$ cat config.mk
export PLATFORM = sky130hd
export DESIGN_NAME = seek_controller
export DESIGN_NICKNAME = d
export VERILOG_FILES = /design/src/rtl/seek_controller.sv
export SDC_FILE = /design/constraint.sdc
export NUM_CORES = 1
export LEC_CHECK = 0
export CAP_MARGIN = 0
export CORE_UTILIZATION = 50
export CTS_BUF_LIST = sky130_fd_sc_hd__clkbuf_8
export DETAILED_ROUTE_END_ITERATION = 12
export PLACE_DENSITY_LB_ADDON = 0.25
export SYNTH_ARGS = -nofsm -noshare
export SYNTH_HDL_FRONTEND = slang
export SYNTH_SLANG_ARGS = --single-unit
$ cat constraint.sdc
create_clock -name clk -period 1.99 [get_ports clk]
set_input_delay 0.4975 -clock clk [delete_from_list [all_inputs] [get_ports clk]]
set_output_delay 0.4975 -clock clk [all_outputs]
set_load 0.01 [all_outputs]
$ cat src/rtl/seek_controller.sv
// Floppy-style head seek controller: steps a stepper-driven head to a target track or recalibrates to track 0.
// Latency: invalid seek -> done 1 cycle after accept; motion -> DIR_SETUP + n*STEP_PERIOD + SETTLE + 1 cycles.
// Backpressure: cmd_ready is high only in IDLE; cmd_valid is ignored while busy and nothing is queued.
module seek_controller #(
    parameter int DIR_SETUP   = 4,
    parameter int PULSE_W     = 4,
    parameter int STEP_PERIOD = 32,
    parameter int SETTLE      = 64,
    parameter int MAX_TRACK   = 79,
    parameter int RECAL_LIMIT = 85
) (
    input  logic       clk,
    input  logic       rst,
    input  logic       cmd_valid,
    output logic       cmd_ready,
    input  logic       cmd_recal,
    input  logic [6:0] cmd_track,
    output logic       busy,
    output logic       done,
    output logic       error,
    output logic       homed,
    output logic [6:0] cur_track,
    input  logic       tr0,
    output logic       step,
    output logic       dir,
    output logic       en
);

    // One shared down-counter times every state; 16 bits covers any sane period.
    localparam int CNT_W  = 16;
    localparam int RCNT_W = $clog2(RECAL_LIMIT + 1);

    // Counter reload values: a state loaded with N-1 lasts exactly N cycles.
    localparam logic [CNT_W-1:0]  SETUP_LD  = CNT_W'(DIR_SETUP - 1);
    localparam logic [CNT_W-1:0]  PULSE_LD  = CNT_W'(PULSE_W - 1);
    localparam logic [CNT_W-1:0]  LOW_LD    = CNT_W'(STEP_PERIOD - PULSE_W - 1);
    localparam logic [CNT_W-1:0]  SETTLE_LD = CNT_W'(SETTLE - 1);
    localparam logic [RCNT_W-1:0] RECAL_MAX = RCNT_W'(RECAL_LIMIT);

    typedef enum logic [2:0] {
        ST_IDLE,
        ST_SETUP,
        ST_STEP_HI,
        ST_STEP_LO,
        ST_SETTLE,
        ST_FIN
    } state_t;

    state_t            state_q, state_d;
    logic [CNT_W-1:0]  cnt_q, cnt_d;
    logic              recal_q, recal_d;
    logic [6:0]        target_q, target_d;
    logic [6:0]        cur_track_q, cur_track_d;
    logic              dir_q, dir_d;
    logic              error_q, error_d;
    logic              homed_q, homed_d;
    logic [RCNT_W-1:0] rsteps_q, rsteps_d;

    logic cnt_zero;
    logic track_oor;

    assign cnt_zero  = (cnt_q == '0);
    assign track_oor = (int'({25'd0, cmd_track}) > MAX_TRACK);

    // Next-state, counter and head-position bookkeeping.
    always_comb begin
        state_d     = state_q;
        cnt_d       = cnt_q;
        recal_d     = recal_q;
        target_d    = target_q;
        cur_track_d = cur_track_q;
        dir_d       = dir_q;
        error_d     = error_q;
        homed_d     = homed_q;
        rsteps_d    = rsteps_q;

        case (state_q)
            ST_IDLE: begin
                if (cmd_valid) begin
                    recal_d  = cmd_recal;
                    target_d = cmd_track;
                    error_d  = 1'b0;
                    rsteps_d = '0;
                    if (cmd_recal) begin
                        dir_d   = 1'b1;
                        state_d = ST_SETUP;
                        cnt_d   = SETUP_LD;
                    end else begin
                        dir_d = (cmd_track < cur_track_q);
                        if (track_oor || !homed_q) begin
                            // Unknown position or illegal target: report without moving.
                            error_d = 1'b1;
                            state_d = ST_FIN;
                        end else if (cmd_track == cur_track_q) begin
                            state_d = ST_SETTLE;
                            cnt_d   = SETTLE_LD;
                        end else begin
                            state_d = ST_SETUP;
                            cnt_d   = SETUP_LD;
                        end
                    end
                end
            end

            // End of SETUP or of a step low phase is the single decision
            // point for whether another step pulse is issued.
            ST_SETUP, ST_STEP_LO: begin
                if (cnt_zero) begin
                    state_d = ST_SETTLE;
                    cnt_d   = SETTLE_LD;
                    if (recal_q) begin
                        if (tr0) begin
                            cur_track_d = '0;
                            homed_d     = 1'b1;
                        end else if (rsteps_q == RECAL_MAX) begin
                            error_d = 1'b1;
                            homed_d = 1'b0;
                        end else begin
                            state_d  = ST_STEP_HI;
                            cnt_d    = PULSE_LD;
                            rsteps_d = rsteps_q + RCNT_W'(1);
                            // Position is meaningless until tr0 is found; just keep it from wrapping.
                            cur_track_d = (cur_track_q == '0) ? '0 : cur_track_q - 7'd1;
                        end
                    end else if (cur_track_q != target_q) begin
                        if (dir_q && tr0) begin
                            // Head already at the stop: do not drive into it.
                            cur_track_d = '0;
                            error_d     = 1'b1;
                        end else begin
                            state_d     = ST_STEP_HI;
                            cnt_d       = PULSE_LD;
                            cur_track_d = dir_q ? cur_track_q - 7'd1 : cur_track_q + 7'd1;
                        end
                    end
                end else begin
                    cnt_d = cnt_q - CNT_W'(1);
                end
            end

            ST_STEP_HI: begin
                if (cnt_zero) begin
                    state_d = ST_STEP_LO;
                    cnt_d   = LOW_LD;
                end else begin
                    cnt_d = cnt_q - CNT_W'(1);
                end
            end

            ST_SETTLE: begin
                if (cnt_zero) begin
                    state_d = ST_FIN;
                end else begin
                    cnt_d = cnt_q - CNT_W'(1);
                end
            end

            ST_FIN: begin
                state_d = ST_IDLE;
            end

            default: begin
                state_d = ST_IDLE;
            end
        endcase
    end

    // State register with synchronous reset; reset aborts any command silently.
    always_ff @(posedge clk) begin
        if (rst) begin
            state_q     <= ST_IDLE;
            cnt_q       <= '0;
            recal_q     <= 1'b0;
            target_q    <= '0;
            cur_track_q <= '0;
            dir_q       <= 1'b0;
            error_q     <= 1'b0;
            homed_q     <= 1'b0;
            rsteps_q    <= '0;
        end else begin
            state_q     <= state_d;
            cnt_q       <= cnt_d;
            recal_q     <= recal_d;
            target_q    <= target_d;
            cur_track_q <= cur_track_d;
            dir_q       <= dir_d;
            error_q     <= error_d;
            homed_q     <= homed_d;
            rsteps_q    <= rsteps_d;
        end
    end

    // Outputs are forced low while rst is high so the coil driver releases
    // in the reset cycle itself, even mid-pulse.
    assign busy      = (state_q != ST_IDLE) && !rst;
    assign en        = busy;
    assign cmd_ready = (state_q == ST_IDLE) && !rst;
    assign step      = (state_q == ST_STEP_HI) && !rst;
    assign done      = (state_q == ST_FIN) && !rst;
    assign dir       = dir_q && !rst;
    assign error     = error_q && !rst;
    assign homed     = homed_q && !rst;
    assign cur_track = rst ? 7'd0 : cur_track_q;

endmodule

### Word level (Yosys, flattened, before mapping)

Index checks and enable logic that the tools add are counted.

* memory bits (read-only): 0
* bits in registers: 44
* latch bits: 0
* word-level logic and storage cells: 117
* output and inout bits: 15
* memories: 0
* RAM bits: 0
* input bits: 12

* equal/unequal tests: 22
* multiply operators: 0
* bitwise logic cells: 0
* reduce and logical (&&, ||, !) cells: 27
* shift operators: 0
* $add $sub $neg: 4
* multiplexer cells: 53
* order comparisons: 2
* div/mod/pow operators: 0

Operators with widths (number)
* 16-bit 2-to-1 mux: 7
* 7-bit 2-to-1 mux: 13
* 16-bit one-hot mux with 4 select lines: 1
* 3-bit 2-to-1 mux: 12
* 6-bit 2-to-1 mux: 5
* 3-bit != test (second input constant): 6
* 16-bit logical NOT: 1
* 2-bit != test (second input constant): 8
* 4-bit AND reduction: 4
* 16-bit by 1-bit subtractor with 16-bit output (second input constant): 1
* 7-bit by 1-bit adder with 7-bit output (second input constant): 2
* 7-bit one-hot mux with 2 select lines: 1
* 1-bit 2-to-1 mux: 12
* 3-bit one-hot mux with 4 select lines: 1
* 1-bit logical AND: 8
* 7-bit == test: 1
* 7-bit == test (second input constant): 1
* 7-bit > comparator (second input constant): 1
* 7-bit logical NOT: 1
* 7-bit < comparator: 1
* 7-bit != test: 1
* 7-bit AND reduction: 1
* 7-bit by 1-bit subtractor with 7-bit output (second input constant): 1
* 3-bit by 2-bit == test with 1-bit output (second input constant): 2
* 12 further kinds: 16

### Longest topological paths before layout

Gate-level depths: netlist of the first run.

* depth in word-level cells: 6
* gate-level depth with buffers: 9

### Worst setup path before layout of the first run

Ideal clock, no wire load.

* path type: input to output
* from: input port rst
* to: output port en
* setup slack: -98 ps
* arrival time: 1590 ps
* cell stages on the path: 5
* cell sequence: clkbuf_1 clkbuf_1 clkbuf_1 nor2_1 buf_4

* cells in the longest elaborated chain, start to end: 2

RTL lines
* start: declaration: line 13 `input logic rst,`
* 1-bit logical NOT: line 195 `assign busy = (state_q != ST_IDLE) && !rst;`
* 1-bit logical AND: line 195
* end: declaration: line 26 `output logic en`

No other way between the ends.

### Worst setup path after layout of the first run

* from: register cur_track_q[3]
* to: register cur_track_q[6]

* cells in the longest elaborated chain, start to end: 5
* elaborated cells between the ends (all ways): 13
* those cells by class: add/sub (2); eq/ne (1); mux (7); reduce/logical (3)

RTL lines
* start: declaration: line 53 `logic [6:0] cur_track_q, cur_track_d;`
* start signal: assignment: line 185 `cur_track_q <= cur_track_d;`
* 7-bit by 1-bit adder with 7-bit output, or another cell as far along: line 133 `cur_track_d = dir_q ? cur_track_q - 7'd1 : cur_track_q + 7'd1;`
* 7-bit 2-to-1 mux, on equally long branches: line 133, 123
* 7-bit 2-to-1 mux, on equally long branches: line 126, 115
* 7-bit 2-to-1 mux, on equally long branches: line 125, 112
* 7-bit 2-to-1 mux: line 111 `if (recal_q) begin`

Several ways; a longest one is shown, not always the timed one. The select of a mux whose other input is x is not followed.
A chain may end at the register's enable or synchronous reset.

==> results of run 1 <==
## cells by family (layout without fill, tap and decap cells)
kind of cell / Yosys count / in the layout
buffers and inverters: 35 / 147
adders and majority gates: 13 / 13
and+or+nand+nor: 173 / 173
xor gates and xnor gates: 22 / 22
muxes: 3 / 3
DFF: 44 / 44
AOI/OAI and AO/OA: 92 / 93
## cell type report
class                           count  area (sq um)
Multi-Input combinational cell    304          2180
Tap cell                           72          90.1
Clock inverter                      3          38.8
Timing Repair Buffer              125          1000
Clock buffer                        5          68.8
Inverter                           14          52.6
Sequential cell                    44           901
Fill cell                         400          1310
## state kept, by name, indices dropped and copies added (netlist names), 3 cells and up
register     flops
cnt_q           16
rsteps_q         7
state_q          3
cur_track_q      7
target_q         7
## cell usage in the layout, fill, tap and decap left out, types with 7 or more instances in the layout
| master | Yosys | final |
|---|---|---|
| dlygate4sd2_1 | 0 | 20 |
| nand2_1 | 42 | 41 |
| a21oi_1 | 25 | 24 |
| buf_4 | 1 | 94 |
| nor2_1 | 50 | 47 |
| dfxtp_1 | 44 | 34 |
| dfxtp_2 | 0 | 7 |
| nor3_1 | 14 | 11 |
| o21ai_0 | 19 | 17 |
| ha_1 | 13 | 13 |
| nand3_1 | 10 | 10 |
| xor2_1 | 9 | 9 |
| nand4_1 | 7 | 7 |
| xnor2_1 | 13 | 12 |
| inv_1 | 14 | 15 |
## worst max-delay path, delay by kind of cell (launching register included)
kind	cells	cell delay [ps]
xor+xnor	1	160
flops	1	380
buf+inv	1	170
compound gates	3	620
simple gates	2	580
## metrics by stage
stage	TNS [ps]	cell area [sq um]
2_1_floorplan	0	3000
3_3_place_gp	-16510	3930
3_5_place_dp	-16700	3930
4_1_cts	-38.7	4180
5_1_grt	-1230	4330
6_report	-298	4330
## routing by layer
metal | track usage | wire length [microns]
met1 | 0.383 | 4110
met2 | 0.515 | 4810
met3 | 0.0651 | 774
met4 | 0.147 | 196
met5 | 0 | 0
## final timing paths
path | endpoint | start | slack [ps] | cells after the start
worst min-delay path | target_q[2] | target_q[2] | 470 | 2
worst max register to register | cur_track_q[6] | cur_track_q[3] | -50 | 7
worst max-delay path | cur_track_q[6] | cur_track_q[3] | -50 | 7
worst min register to register | target_q[2] | target_q[2] | 470 | 2
## synthesized netlist by cell type (all sizes together), types with 4 or more instances
cell type and instances:
a211oi 11, a21oi 28, a311oi 4, a31oi 5, clkbuf 18, dfxtp 44
ha 13, inv 14, nand2 42, nand2b 5, nand3 10, nand4 8
nand4b 4, nor2 52, nor2b 6, nor3 16, nor4 9, nor4b 4
o21a 6, o21ai 21, or2 5, xnor2 13, xor2 9
## power by group
part | internal [mW] | total (mW) | leakage (nW) | switching (mW)
combinational | 2.34 | 4.87 | 1.39 | 2.53
sequential | 1.13 | 1.36 | 0.364 | 0.237
clock | 0.368 | 0.698 | 0.0593 | 0.330
## timing repair
item | in CTS | in global routing
resized for setup | 53 | 32
hold buffers | 0 | 0
setup buffers | 7 | 3
pin swaps | 11 | 19
endpoints found under the setup margin | 37 | 35
gates cloned | 1 | 0
==> flow_metrics.tcl, run 1 <==
set metrics [dict create \
    htree_levels 2 \
    yosysTopAreaCellShare 0.294 \
    timing.hold.ws_ps 471 \
    status "finished with violations" \
    worstMarginPinSlew_ps 406 \
    finalNonFillerCells 567 \
    critical_path_class "reg2reg" \
    die-width_microns 79.4 \
    yosysTopAreaCell "dfxtp_1" \
    wl_per_cell_microns 17.4 \
    area_delta_synth_final_pct 44.6 \
    cts_sinks 44 \
    crit_chain "xor2_1, nor4_1, nand4_1, o2111a_2, buf_4, a21oi_2, a211oi_2" \
    die-height_microns 79.4 \
    post-route-util 0.768 \
    vdd_ir_drop_max_v 0.00145 \
    power.leakage_nw 1.82 \
    dpl.cell_count 549 \
    p_total_mw 6.94 \
    synthFlopType "dfxtp_1" \
    cts_buffer_depth 2 \
    place.gp.congestion 0.913 \
    finalWorstSetupSlack_ps -53.1 \
    drt-initial-drc-count 325 \
    first_global_vias 3266 \
    drive_gt1_frac 0.356 \
    via_count 3451 \
    yosys.cell_types.count 59 \
    drc 0 \
    dp_hpwl_microns 6630 \
    worstPathArrival_ps 2230 \
    cp-end-kind "flip-flop" \
    synth_edf_count 0 \
    place_ws_ps -585 \
    critPathMaxFanout 6 \
    ys_warn_count 0 \
    setup_viol 9 \
    fin_crit_sh 1.03 \
    max_slew_margin 0.726 \
    finalCriticalPeriod_ps 2040 \
    cts_tree "yes" \
    synth_top_family_by_area "simple AND/OR/NAND/NOR gates" \
    start_util 0.531 \
    cts_buffers 5 \
    finalHoldViolCount 0 \
    finClkSkew_ps 13.2 \
    ys_ff_latch 44 \
    core-area_sq_mm 0.00564 \
    clockRootBuffer "clkbuf_8" \
    globalRouteTotalUtil 0.311 \
    maxCapViolations 0 \
    violations "setup timing" \
    muxShareOfSynthArea 0.0109 \
    synthTopCellsByArea "dfxtp_1 (29%), nor2_1 (6.3%), ha_1 (5.4%)" \
    min_path_type "reg2reg" \
    die_area_sq_mm 0.00631 \
    path_clk_slew_ps 80 \
    io_buffers 26 \
    grt_pass1_wl_microns 15200 \
    startpoint_type "flip-flop" \
    grt_start_max_net_pins 14 \
    fmax_mhz 489 \
    drtPass1Iterations 4 \
    ant_nets 0 \
    antenna_found_initial 0 \
    syn_area_per_cell_sq_um 7.84 \
    synth_compound_area_frac 0.215 \
    viasPerCell 6.09 \
    slew_violations 0 \
    yosysSeqAreaShare 0.294 \
    async_flop_share 0 \
    powerDensity_mw_per_mm2 1600 \
    routed_wirelength_microns 9890 \
    synth_adder_area_share 0.0543 \
    grt.overflow.total 0 \
    syn_inst 382 \
    required_ps 2180 \
    syn_nets 407 \
    slowest_delay_ps 430 \
    yosys.area_share.simple 0.313 \
    cp_slowest_cell "o2111a_2" \
    io_pins 27 \
    rsz0062_at_grt "yes" \
    fin_nets 519 \
    clk_latency_ps 320 \
    num_rows 27 \
    synthXorXnorAreaFrac 0.0643 \
    synthesis.area_sq_mm 0.00300 \
    diodes 0 \
]
(Power assumes the default switching activity.)
==> inputs of run 2 (changes only) <==
- CTS_CLUSTER_SIZE: unset -> 20
- GPL_TIMING_DRIVEN: unset -> 1
==> results of run 2 <==
No change in the layout: final DEF, timing and power equal those of run 1.
